File: src/rtl/lemming_world.sv
// Terrain/physics companion to the lemming walker FSM: tracks column, altitude
// and a per-column height map, and feeds ground/bump back to the walker.
module lemming_world #(
    parameter int WIDTH      = 16,
    parameter int DEPTH      = 7,
    localparam int XW        = $clog2(WIDTH),
    localparam int HW        = $clog2(DEPTH + 1),
    parameter logic [WIDTH*HW-1:0] INIT_MAP = {16{3'd3}},
    parameter int START_X    = 8,
    parameter int WALK_DIV   = 2,
    parameter int DIG_CYCLES = 4
) (
    input  logic          clk,
    input  logic          areset,
    input  logic          walk_left,
    input  logic          walk_right,
    input  logic          aaah,
    input  logic          digging,
    input  logic          map_we,
    input  logic [XW-1:0] map_addr,
    input  logic [HW-1:0] map_data,
    output logic          ground,
    output logic          bump_left,
    output logic          bump_right,
    output logic [XW-1:0] pos_x,
    output logic [HW-1:0] alt,
    output logic          lost
);

    localparam int SW = $clog2(WALK_DIV + 1);
    localparam int DW = $clog2(DIG_CYCLES + 1);

    logic [HW-1:0] h [WIDTH];
    logic [XW-1:0] x;
    logic [HW-1:0] a;
    logic [SW-1:0] step;
    logic [DW-1:0] dig;

    logic [HW-1:0] h_here;
    logic [HW-1:0] h_left;
    logic [HW-1:0] h_right;
    logic          walk_ok;
    logic [XW-1:0] x_n;
    logic [HW-1:0] a_n;
    logic [SW-1:0] step_n;
    logic [DW-1:0] dig_n;
    logic          dig_take;
    logic          wr_ok;
    logic [HW-1:0] wr_val;

    // Neighbour heights; off-map neighbours read as 0 and the edge bump covers them.
    always_comb begin
        h_here = h[x];
        if (x == XW'(0)) begin
            h_left = HW'(0);
        end else begin
            h_left = h[x - XW'(1)];
        end
        if (x == XW'(WIDTH - 1)) begin
            h_right = HW'(0);
        end else begin
            h_right = h[x + XW'(1)];
        end
    end

    assign ground     = (h_here != HW'(0)) && (a == h_here);
    assign bump_left  = (x == XW'(0)) || (h_left > a);
    assign bump_right = (x == XW'(WIDTH - 1)) || (h_right > a);
    assign lost       = (h_here == HW'(0)) && (a == HW'(0));
    assign pos_x      = x;
    assign alt        = a;

    assign walk_ok = (walk_left ^ walk_right) && ground &&
                     !(walk_left ? bump_left : bump_right);
    assign wr_ok   = map_we && (map_addr != x) &&
                     ({1'b0, map_addr} < (XW + 1)'(WIDTH));
    assign wr_val  = ({1'b0, map_data} > (HW + 1)'(DEPTH)) ? HW'(DEPTH) : map_data;

    // One action per cycle, aaah over digging over walking; counters clear when idle.
    always_comb begin
        x_n      = x;
        a_n      = a;
        step_n   = SW'(0);
        dig_n    = DW'(0);
        dig_take = 1'b0;
        if (aaah) begin
            if (!ground && (a > h_here)) begin
                a_n = a - HW'(1);
            end else begin
                a_n = a;
            end
        end else if (digging) begin
            if (ground && (dig == DW'(DIG_CYCLES - 1))) begin
                dig_take = 1'b1;
            end else if (ground) begin
                dig_n = dig + DW'(1);
            end else begin
                dig_n = DW'(0);
            end
        end else if (walk_ok) begin
            if (step == SW'(WALK_DIV - 1)) begin
                x_n = walk_left ? (x - XW'(1)) : (x + XW'(1));
            end else begin
                step_n = step + SW'(1);
            end
        end else begin
            step_n = SW'(0);
        end
    end

    // State and height map; writes to the lemming's own column never happen,
    // so a write and a dig can never target the same entry.
    always_ff @(posedge clk) begin
        if (areset) begin
            for (int i = 0; i < WIDTH; i++) begin
                h[i] <= INIT_MAP[i*HW +: HW];
            end
            x    <= XW'(START_X);
            a    <= INIT_MAP[START_X*HW +: HW];
            step <= SW'(0);
            dig  <= DW'(0);
        end else begin
            for (int i = 0; i < WIDTH; i++) begin
                if (wr_ok && (map_addr == XW'(i))) begin
                    h[i] <= wr_val;
                end else if (dig_take && (x == XW'(i))) begin
                    h[i] <= h[i] - HW'(1);
                end else begin
                    h[i] <= h[i];
                end
            end
            x    <= x_n;
            a    <= a_n;
            step <= step_n;
            dig  <= dig_n;
        end
    end

endmodule

File: config.mk
export PLATFORM = sky130hd
export DESIGN_NAME = lemming_world
export DESIGN_NICKNAME = d
export VERILOG_FILES = /design/src/rtl/lemming_world.sv
export SDC_FILE = /design/constraint.sdc
export NUM_CORES = 1
export LEC_CHECK = 0
export CAP_MARGIN = 20
export CORE_ASPECT_RATIO = 1.25
export CORE_MARGIN = 2
export CORE_UTILIZATION = 57
export CTS_BUF_LIST = sky130_fd_sc_hd__clkbuf_4 sky130_fd_sc_hd__clkbuf_8
export CTS_CLUSTER_DIAMETER = 100
export DETAILED_ROUTE_END_ITERATION = 6
export GPL_ROUTABILITY_DRIVEN = 0
export PLACE_DENSITY = 0.8
export SYNTH_ARGS = -nofsm -noshare
export SYNTH_HDL_FRONTEND = slang
export SYNTH_SLANG_ARGS = --single-unit
File: constraint.sdc
create_clock -name clk -period 4.4 [get_ports clk]
set_input_delay 0.88 -clock clk [delete_from_list [all_inputs] [get_ports clk]]
set_output_delay 0.88 -clock clk [all_outputs]
set_load 0.005 [all_outputs]
# Word level (Yosys, flattened, before mapping)

Memories as Yosys holds them, arrays and structs flattened. A register that Yosys moved wholly into a read port is not among the register bits.
Cells that the tools add are included.

Memories kept: 1
Flip-flop bits (word level): 12
Bits in latches: 0
Logic and storage cells: 403
ROM bits: 0
Memory bits (writable): 48
Output and inout port bits: 11
Input bits: 14

Mux-type cells: 235
Multipliers: 0
Order comparisons: 3
$add $sub $neg: 21
Bitwise logic cells: 53
Div/mod/pow operators: 0
Reduce and logical (&&, ||, !) cells: 52
Equal/unequal tests: 34
Shifts and indexed selects: 0

Memories:

| name | words | width | read ports | clocked after memory_dff | write ports | RTL line | text |
|---|---|---|---|---|---|---|---|
| h    | 16    | 3     | 19         | 1                        | 16          | 33       | `logic [HW-1:0] h [WIDTH];` |

Operator list:

| cell                                                 | number |
|---|---|
| 2-to-1 mux 1 bit                                     | 182 |
| 2-to-1 mux 3 bit                                     | 50 |
| equality test 4 bit (second input constant)          | 16 |
| subtractor 3 x 1 -> 3 bit (second input constant)    | 17 |
| OR 1 bit                                             | 48 |
| logical AND 1 bit                                    | 39 |
| equality test 4 x 3 -> 1 bit (second input constant) | 8 |
| equality test 4 x 2 -> 1 bit (second input constant) | 4 |
| 2-to-1 mux 4 bit                                     | 3 |
| OR reduction 5 bit                                   | 2 |
| > comparator 3 bit                                   | 3 |
| equality test 4 x 1 -> 1 bit (second input constant) | 2 |
| zero test 4 bit                                      | 2 |
| zero test 3 bit                                      | 2 |
| adder 4 x 1 -> 4 bit (second input constant)         | 1 |
| != test 4 bit                                        | 1 |
| inverter 1 bit                                       | 4 |
| AND reduction 4 bit                                  | 1 |
| subtractor 4 x 1 -> 4 bit (second input constant)    | 1 |
| adder 3 x 1 -> 3 bit (second input constant)         | 1 |
| equality test 3 x 2 -> 1 bit (second input constant) | 1 |
| equality test 3 bit                                  | 1 |
| nonzero test 3 bit                                   | 1 |
| adder 2 x 1 -> 2 bit (second input constant)         | 1 |
| other kinds (5)                                      | 7 |

# Longest topological paths before layout

Gate-level depths: netlist of the first run.

Word-level depth: 13
Gate-level depth with buffers: 18

# Least setup slack after synthesis of the first run

OpenSTA, ideal clock, no wires.

Path type: flip-flop to flip-flop
Start: register x[0] (netlist: pos_x[0])
End: register with a tool-made name
Slack: -0.406 ns
Data required time: 4.329 ns
Arrival time: 4.736 ns
Period minus slack after synthesis: 4.806 ns
Cell stages (with the launch flop): 18
Path through: dfxtp_1 clkbuf_1 inv_1 ha_1 clkbuf_1 buf_1 clkbuf_1 mux4_2 a211oi_1 a211oi_1 ha_1 nor2b_1 o21ai_0 nand2b_1 a211oi_1 o2111ai_2 or3_1 a21oi_1

RTL lines:

| what                   | RTL line | text |
|---|---|---|
| from (decl)            | 34       | `logic [XW-1:0] x;` |
| from (signal assigned) | 118      | `x <= XW'(START_X);` |
| from (signal assigned) | 132      | `x <= x_n;` |

# Final worst setup path of the first run

Start: register x[0] (netlist: pos_x[0])
End: output bump_right

Cells in the longest elaborated chain, start to end: 5

Ends and longest elaborated chain:

| what                     | RTL line | text |
|---|---|---|
| adder 4 x 1 -> 4 bit     | 62       | `h_right = h[x + XW'(1)];` |
| memory read (16 x 3 bit) | -        |  |
| 2-to-1 mux 3 bit         | 59       | `if (x == XW'(WIDTH - 1)) begin` |
| > comparator 3 bit       | 68       | `assign bump_right = (x == XW'(WIDTH - 1)) \|\| (h_right > a);` |
| logical OR 1 bit (*)     | 68       |  |
| to (decl)                | 24       | `output logic bump_right,` |

Mark *: on every way between the ends. The rest lies on a longest branch, timed or not.

==> metrics.yaml, run 1 <==
status: "complete, no violations"
vias: 4441
rr_endpoint: "h[7][1]$_SDFFCE_PN1P_"
htreeDepth: 3
worst-setup-path-type: "reg -> out"
arrival_ns: 3.41
path_max_fanout: 5
yosysTopAreaCell: "edfxtp_1"
drtIter0Drc: 426
utilization: 0.649
syn_area_um2: 5300
yosysSeqAreaShare: 0.333
cellLeakagePower_nw: 2.30
power_frac_seq: 0.463
syn_avg_cell_area_um2: 10.3
tightest_slew_ns: 0.776
dr.pass1.iters: 5
syn_nets: 565
track_usage: 0.297
postCtsHoldBufs: 0
grt_pass1_vias: 4475
num_rows: 39
r2r_slack_ns: 0.25
diodes: 0
end_kind: "output pin"
p_sw_mw: 0.421
cts_tree: "yes"
area_growth_pct: 11.2
holdPathEnd: "dig[0]$_SDFF_PP0_"
overflow: 0
hold_path_class: "reg -> reg"
clockBufferDepth: 2
ys_warn_count: 0
vdd_drop_max_mv: 0.161
numCtsBuffers: 9
clkSinkCount: 64
synth_top_cell_area_share: 0.272
synth.distinct_cells: 49
drc: 0
wl_um: 14600
post-route-min-period_ns: 4.29
drv_cap: 0
reg2reg_depth: 9
finClkSkew_ns: 0.00940
relSlewSlack: 0.481
setup_tns_ns: 0
die_area_um2: 10100
start_util: 0.584
synthCells: 516
drive_above_1_share: 0.167
power_density_nw_per_um2: 269
finalCritPeriodShare: 0.975
cts_root_buffer: "clkbuf_8"
whs_ns: 0.420
portBuffers: 24
vias_per_cell: 6.76
boundaryPins: 25
route.antenna.remaining_nets: 0
ys_seq_elements: 64
ys_top_cells_by_area: "edfxtp_1 (27%), mux4_2 (14%), ha_1 (8.3%), dfxtp_1 (6.0%), nor2_1 (5.3%)"
cp.required_ns: 3.52
grt_pass1_wl_um: 23000
holdPathStages: 1
die_h_um: 112
setup_viol: 0
nets: 578
antenna_found_initial: 0
synth_edf_count: 48
grt_max_degree: 72
synthArstFlopShare: 0
cp-start-kind: "flip-flop"
insertion_delay_ns: 0.36
wl_per_cell_um: 22.2
pwr-share-clk: 0.391
fp.dieW_um: 90.2
fmax_mhz: 233
synthFlopType: "edfxtp_1"
core_area_um2: 9080
clk_pin_slew_ns: 0.07
min_from: "dig[0]$_SDFF_PP0_"
internal_power_mw: 1.16
switching_share: 0.265
hold_violations: 0
rsz0062_at_grt: "no"
dp_hpwl_um: 10800
comb_power_share: 0.146
slew_viol_final: 0
placed cells by master (no fill, tap or decap), types with 5 or more instances in the layout:
cell type and instances:
a211o_1 22, or3_1 5, o21ai_0 14, mux4_2 34
nand2b_1 6, buf_4 10, a21oi_1 17, inv_1 46
nor3_1 16, or3_2 6, clkdlybuf4s50_1 22, edfxtp_1 48
nor2b_1 10, o211ai_1 5, nor2_1 74, clkbuf_8 12
mux4_1 5, xor2_1 17, nand3_1 6, nor3b_1 5
ha_1 34, xnor2_1 9, nand2_1 17, mux2i_1 9
a211oi_1 27, dfxtp_1 14
worst max-delay path by stage:
stage,end,start,depth (start not counted),slack [ns]
2_1_floorplan,flip-flop,pos_x[0]$_SDFFE_PP0P_,17,0.07
3_3_place_gp,bump_right,pos_x[0]$_SDFFE_PP0P_,11,0.43
5_1_grt,bump_right,pos_x[0]$_SDFFE_PP0P_,11,0.02
4_1_cts,bump_left,pos_x[1]$_SDFFE_PP0P_,14,0.04
3_5_place_dp,h[4][0]$_SDFFCE_PN1P_,flip-flop,9,0.29
6_report,bump_right,pos_x[0]$_SDFFE_PP0P_,12,0.11
power groups by stage:
| stage | Clock [mW] | Sequential [mW] | Combinational, mW |
|---|---|---|---|
| 5_1_grt | 0.641 | 0.736 | 0.256 |
| 3_5_place_dp | 0 | 0.745 | 0.228 |
| 4_1_cts | 0.620 | 0.731 | 0.230 |
| 6_report | 0.620 | 0.733 | 0.232 |
| 2_1_floorplan | 0 | 0.723 | 0.159 |
| 3_3_place_gp | 0 | 0.741 | 0.218 |
per-stage QoR:
step                      area [um2]  setup slack, ns  power, mW  instances
after floorplan                 5300           0.0689      0.882        516
after global placement          5590            0.434      0.959        641
after detailed placement        5590            0.294      0.972        641
after CTS                       5850           0.0353       1.58        657
after global routing            5890           0.0245       1.63        657
final                           5890            0.110       1.58        657
cells by family after synthesis:
kind of cell / Yosys count / share of synthesized area
flops: 64 / 0.333
xor+xnor: 27 / 0.0446
simple gates: 162 / 0.150
mux: 48 / 0.186
compound gates: 98 / 0.134
buf+inv: 82 / 0.0699
fa+ha+maj: 35 / 0.0827
state kept, by name, summed over array words and instances (netlist names), named ones only:
signal	cells
step	2
h	48
alt	3
dig	3
pos_x	4
repair_timing:
action	CTS	global route
cloned	0	0
pin swaps	1	2
buffers inserted	0	0
gates resized for setup	3	11
setup endpoints to repair	2	2
synthesized netlist by cell type (6+ instances only):
cell type / number
nor2_1: 75
edfxtp_1: 48
inv_1: 47
ha_1: 35
mux4_2: 34
a211oi_1: 27
a211o_1: 22
clkbuf_1: 21
xor2_1: 18
a21oi_1: 17
nand2_1: 17
dfxtp_1: 16
nor3_1: 16
o21ai_0: 15
nor2b_1: 10
mux2i_1: 9
xnor2_1: 9
buf_6: 7
nand2b_1: 6
nand3_1: 6
or3_2: 6
area by class of cell:
cell class,instances,area [um2]
flip-flops and latches,64,1760
multi-input cells,370,3200
clock inverters,4,75.1
fillers,729,3190
well taps,123,154
clock buffers,12,165
inverters,47,176
repair buffers,37,355
metal layers:
metal	global-route usage	up-vias	routed length, um	part of all wire
li1	-	1948	-	-
met1	0.341	2127	5190	0.36
met2	0.520	290	7240	0.50
met3	0.0562	76	1280	0.088
met4	0.169	0	852	0.059
met5	0	-	0	0
critical path: stages (launching register included):
cell	delay (ns)
dfxtp_2	0.35
inv_1	0.08
ha_4	0.29
buf_4	0.15
mux4_2	0.50
nor2b_1	0.14
a211oi_1	0.35
a211oi_1	0.11
ha_1	0.30
o21ai_0	0.07
nand2b_1	0.09
a21o_1	0.11
clkdlybuf4s50_1	0.49
No activity file was read; power rests on OpenSTA's default activity.
==> run 2: changes to the inputs <==
CORE_UTILIZATION = 50   (was 57)
PLACE_DENSITY = 0.72   (was 0.8)
==> run 2 against run 1 <==
  * Combinational power about the same
  * Die area rose by 13%
  * First-iteration DRC count down 3.3%
  * Via count fell by 3.7%
  * Critical endpoint is now h[7][1]$_SDFFCE_PN1P_
  * Non-clock buffer count grew 5
  * Power is 5.8% lower
==> metrics.yaml, run 2 (synthesis gave the netlist of run 1 again) <==
wl_um: 14000  # -3.5%
path_max_fanout: 9  # +4
die_area_um2: 11400  # +13%
whs_ns: 0.424  # +0.00446 ns
slew_viol_final: 0  # unchanged
finClkSkew_ns: 0.0137  # +0.00432 ns
vdd_drop_max_mv: 0.120  # -25%
arrival_ns: 4.37  # +0.96 ns
cp.required_ns: 4.52  # +1.00 ns
post-route-min-period_ns: 4.25  # -0.0369 ns
wl_per_cell_um: 20.9  # -5.6%
route.antenna.remaining_nets: 0  # unchanged
utilization: 0.562  # -0.0871
postCtsHoldBufs: 0  # unchanged
cts_root_buffer: "clkbuf_8"
diodes: 0  # unchanged
min_from: "dig[0]$_SDFF_PP0_"
overflow: 0  # unchanged
nets: 583  # +0.87%
start_util: 0.507  # -0.0771
status: "complete, no violations"
grt_pass1_vias: 4074  # -9.0%
vias: 4278  # -3.7%
dr.pass1.iters: 5  # unchanged
dp_hpwl_um: 10700  # -1.1%
layout_common_cells: "nor2_1 (75), edfxtp_1 (48), inv_1 (47)"
cellLeakagePower_nw: 2.32  # +0.54%
boundaryPins: 25  # unchanged
insertion_delay_ns: 0.37  # about the same
track_usage: 0.256  # -0.0416
antenna_found_initial: 0  # unchanged
numCtsBuffers: 9  # unchanged
largest-register: "h"
relSlewSlack: 0.468  # -0.0129
end_kind: "flip-flop"
core_area_um2: 10500  # +15%
hold_path_class: "reg -> reg"
die_h_um: 119  # +6.5%
largest_reg_flops: 48  # unchanged
area_growth_pct: 10.9
cp-start-kind: "flip-flop"
num_rows: 42  # +7.7%
cts_tree: "yes"
grt_pass1_wl_um: 21800  # -5.2%
drc: 0  # unchanged
postCtsSetupBuffers: 0  # unchanged
dpl-instance-area_um2: 5640  # +0.87%
setup_viol: 0  # unchanged
clockBufferDepth: 2  # unchanged
rsz0062_at_grt: "no"
portBuffers: 24  # unchanged
drv_cap: 0  # unchanged
tightest_slew_ns: 0.796  # +0.0193 ns
power_density_nw_per_um2: 254  # -5.5%
drtIter0Drc: 412  # -3.3%
drive_above_1_share: 0.171  # +0.00402
final_common_cell: "nor2_1"
finalCritPeriodShare: 0.967  # -0.00839
stdcell_area_um2: 5870  # -0.26%
vias_per_cell: 6.38  # -5.7%
fp.dieW_um: 96.1  # +6.5%
worst-setup-path-type: "reg -> reg"
hold_violations: 0  # unchanged
fmax_mhz: 235  # +0.87%
grt_max_degree: 40  # -44%
setup_tns_ns: 0  # unchanged
htreeDepth: 3  # unchanged
p_total_mw: 1.49  # -5.8%
clkSinkCount: 64  # unchanged
clk_pin_slew_ns: 0.08  # about the same
[run 2: cell types whose count changed in the layout (fill, tap and decap cells not counted), sizes merged, moves of 2 or more]
cell / change
buf: +5
inv: +3
clkbuf: -2
clkinv: +2
clkinvlp: -2
[run 2: worst max-delay path, stage by stage, from the launching register on]
cell,delay [ns]
dfxtp_2,0.52
mux4_1,0.63
mux4_2,0.53
ha_1,0.30
nand3_1,0.12
nor3_1,0.53
o31a_4,0.33
nand2_2,0.15
or3_2,0.58
a211o_1,0.31
[run 2: metal layers]
layer,GRT usage,part of all wire,vias to the layer above
met1,0.321,0.39,2086
met5,0,0,-
li1,-,-,1946
met3,0.0462,0.067,37
met2,0.424,0.51,209
met4,0.111,0.035,0
[run 2: final cells by class]
type | count | area [um2]
flip-flops and latches | 64 | 1760
well taps | 132 | 165
clock buffers | 10 | 138
clock inverters | 6 | 65.1
repair buffers | 42 | 374
multi-input cells | 370 | 3190
fillers | 884 | 4580
inverters | 47 | 176
[run 2: final timing paths]
kind	to	cells after the start	slack [ns]
worst max-delay path	h[7][1]$_SDFFCE_PN1P_	9	0.15
worst min-delay path	dig[0]$_SDFF_PP0_	1	0.42
worst max register to register	h[7][1]$_SDFFCE_PN1P_	9	0.15
worst min register to register	dig[0]$_SDFF_PP0_	1	0.42
[run 2: power by group]
part	total (mW)	switching [mW]	internal, mW
logic	0.229	0.119	0.110
clock network	0.533	0.254	0.279
registers	0.731	0.0424	0.688
total	1.49	0.415	1.08
[run 2: stage by stage]
stage | instances | setup WS, ns
6_report | 671 | 0.147
5_1_grt | 671 | 0.00585
4_1_cts | 671 | 0.0624
3_5_place_dp | 655 | 0.0219
3_3_place_gp | 655 | 0.0279
2_1_floorplan | 516 | 0.0689
[run 2: timing repair]
item	4_1_cts	5_1_grt
setup endpoints to repair	8	2
gates resized for setup	2	4
pin swaps	0	2
==> run 3: changes to the inputs <==
CAP_MARGIN = default   (was 20)
CORE_UTILIZATION = 40   (was 50)
PLACE_DENSITY = 0.6   (was 0.72)
==> run 3 against run 2 <==
  * Clock skew increased by 0.0037 ns
  * Critical endpoint is now bump_left
  * Wire length increased by 4.9%
  * Fmax decreased by 0.16%
  * Via count decreased by 2.7%
  * Die area increased by 24%
  * Worst hold slack got worse by 0.00079 ns
==> metrics.yaml, run 3 (synthesis gave the netlist of run 1 again) <==
final_common_cell: "nor2_1"
utilization: 0.452  # -0.110
cp_cell_sequence: "inv_1 -> ha_4 -> buf_12 -> mux4_2 -> mux2i_1 -> a211oi_1 -> ha_1 -> nor2b_1 -> o21ai_0 -> nand2b_1 -> nand2_1 -> nand2_1 -> clkdlybuf4s50_1"
clkSinkCount: 64  # unchanged
finClkSkew_ns: 0.0175  # +0.00373 ns
dp_hpwl_um: 11200  # +4.3%
setup_tns_ns: 0  # unchanged
die_h_um: 133  # +11%
status: "complete, no violations"
switching_share: 0.286  # +0.00813
power_frac_seq: 0.488  # about the same
p_sw_mw: 0.430  # +3.4%
layout_common_cells: "nor2_1 (75), edfxtp_1 (48), inv_1 (47)"
vias: 4164  # -2.7%
track_usage: 0.211  # -0.0442
crit_top_cell: "nand2_1"
area_growth_pct: 11.9
arrival_ns: 3.38  # -0.99 ns
p_total_mw: 1.50  # +0.49%
fmax_mhz: 235  # -0.16%
overflow: 0  # unchanged
grt_pass1_vias: 4044  # -0.74%
worst-setup-path-type: "reg -> out"
insertion_delay_ns: 0.36  # about the same
clockBufferDepth: 2  # unchanged
post-route-min-period_ns: 4.26  # +0.00683 ns
critPathTopFamily: "multiplexers"
r2r_slack_ns: 0.24  # +0.09 ns
rsz0062_at_grt: "yes"
largest_reg_flops: 48  # unchanged
power_density_nw_per_um2: 253  # -0.40%
dr_wl_met2_um: 7410  # +3.7%
clk_pin_slew_ns: 0.08  # about the same
wl_um: 14700  # +4.9%
internal_power_mw: 1.07  # -0.64%
largest-register: "h"
cts_tree: "yes"
die_area_um2: 14200  # +24%
holdPathEnd: "dig[0]$_SDFF_PP0_"
htreeDepth: 3  # unchanged
route.antenna.remaining_nets: 0  # unchanged
cts_root_buffer: "clkbuf_8"
fp.dieW_um: 107  # +11%
drc: 0  # unchanged
tightest_slew_ns: 0.764  # -0.0315 ns
reg2reg_depth: 10  # +1
hold_violations: 0  # unchanged
postCtsHoldBufs: 0  # unchanged
nets: 580  # -0.51%
portBuffers: 24  # unchanged
numCtsBuffers: 9  # unchanged
relSlewSlack: 0.489  # +0.0216
diodes: 0  # unchanged
min_from: "dig[0]$_SDFF_PP0_"
grt_max_degree: 58  # +45%
num_rows: 47  # +12%
holdPathStages: 1  # unchanged
wl_met3_um: 893  # -4.8%
hold_path_class: "reg -> reg"
cp.required_ns: 3.52  # -1.00 ns
slowest_delay_ns: 0.51  # -0.12 ns
wl_per_cell_um: 20.8  # -0.41%
cellLeakagePower_nw: 2.30  # -0.77%
final_cells: 707  # +5.4%
cp-start-kind: "flip-flop"
drive_above_1_share: 0.166  # -0.00464
critPathSlowestCell: "mux4_2"
drtIter0Drc: 323  # -22%
slew_viol_final: 0  # unchanged
antenna_found_initial: 0  # unchanged
critPathBufInv: 3  # +3
finalCritPeriodShare: 0.968  # +0.00155
pwr-share-clk: 0.358  # about the same
drv_cap: 0  # unchanged
dp_cells: 689  # +5.2%
core_area_um2: 13100  # +25%
grt_pass1_wl_um: 22500  # +3.4%
wl_met1_um: 5770  # +5.4%
comb_power_share: 0.154  # about the same
dr.pass1.iters: 7  # +2
dr.max_layer_used: "met4"
rr_endpoint: "h[7][1]$_SDFFCE_PN1P_"
vdd_drop_max_mv: 0.119  # -0.94%
path_max_fanout: 12  # +3
end_kind: "output pin"
vias_per_cell: 5.89  # -7.6%
start_util: 0.404  # -0.103
setup_viol: 0  # unchanged
boundaryPins: 25  # unchanged
[run 3: power groups by stage]
stage	Sequential [mW]	Combinational (mW)	Clock, mW
after global routing	0.736	0.256	0.565
final	0.732	0.231	0.537
after CTS	0.732	0.229	0.541
after global placement	0.745	0.221	0
after detailed placement	0.746	0.226	0
after floorplan	0.723	0.159	0
[run 3: routing by layer]
| layer | track usage | vias up |
|---|---|---|
| met3 | 0.0335 | 44 |
| met2 | 0.363 | 163 |
| met5 | 0 | - |
| met4 | 0.104 | 0 |
| met1 | 0.256 | 2015 |
| li1 | - | 1942 |
[run 3: timing repair]
action / in CTS / in global routing
gates resized for setup: 2 / 4
setup buffers: 0 / 1
gates cloned: 1 / 0
setup endpoints to repair: 2 / 6
pin swaps: 0 / 2
[run 3: final cells by class]
class | instances | area, um2
clock inverters | 6 | 68.8
clock buffers | 10 | 131
well taps | 171 | 214
fillers | 1245 | 7190
flip-flops and latches | 64 | 1760
repair buffers | 39 | 389
multi-input cells | 370 | 3180
inverters | 47 | 176
[run 3: how the worst max path moves through the flow]
stage / from / end / slack [ns] / cells after the start
floorplan: pos_x[0]$_SDFFE_PP0P_ / flip-flop / 0.07 / 17
global placement: pos_x[0]$_SDFFE_PP0P_ / bump_right / 0.39 / 12
detailed placement: flip-flop / h[4][0]$_SDFFCE_PN1P_ / 0.19 / 9
CTS: pos_x[1]$_SDFFE_PP0P_ / bump_left / 0.007 / 14
global route: pos_x[0]$_SDFFE_PP0P_ / bump_left / -0.05 / 14
finish: pos_x[0]$_SDFFE_PP0P_ / bump_left / 0.14 / 13
[run 3: metrics by stage]
step | hold WS (ns) | instance area (um2) | setup slack, ns
after floorplan | 0.398 | 5300 | 0.0689
after global placement | 0.408 | 5660 | 0.387
after detailed placement | 0.414 | 5660 | 0.193
after CTS | 0.425 | 5900 | 0.00667
after global routing | 0.447 | 5930 | -0.0456
final | 0.423 | 5930 | 0.140
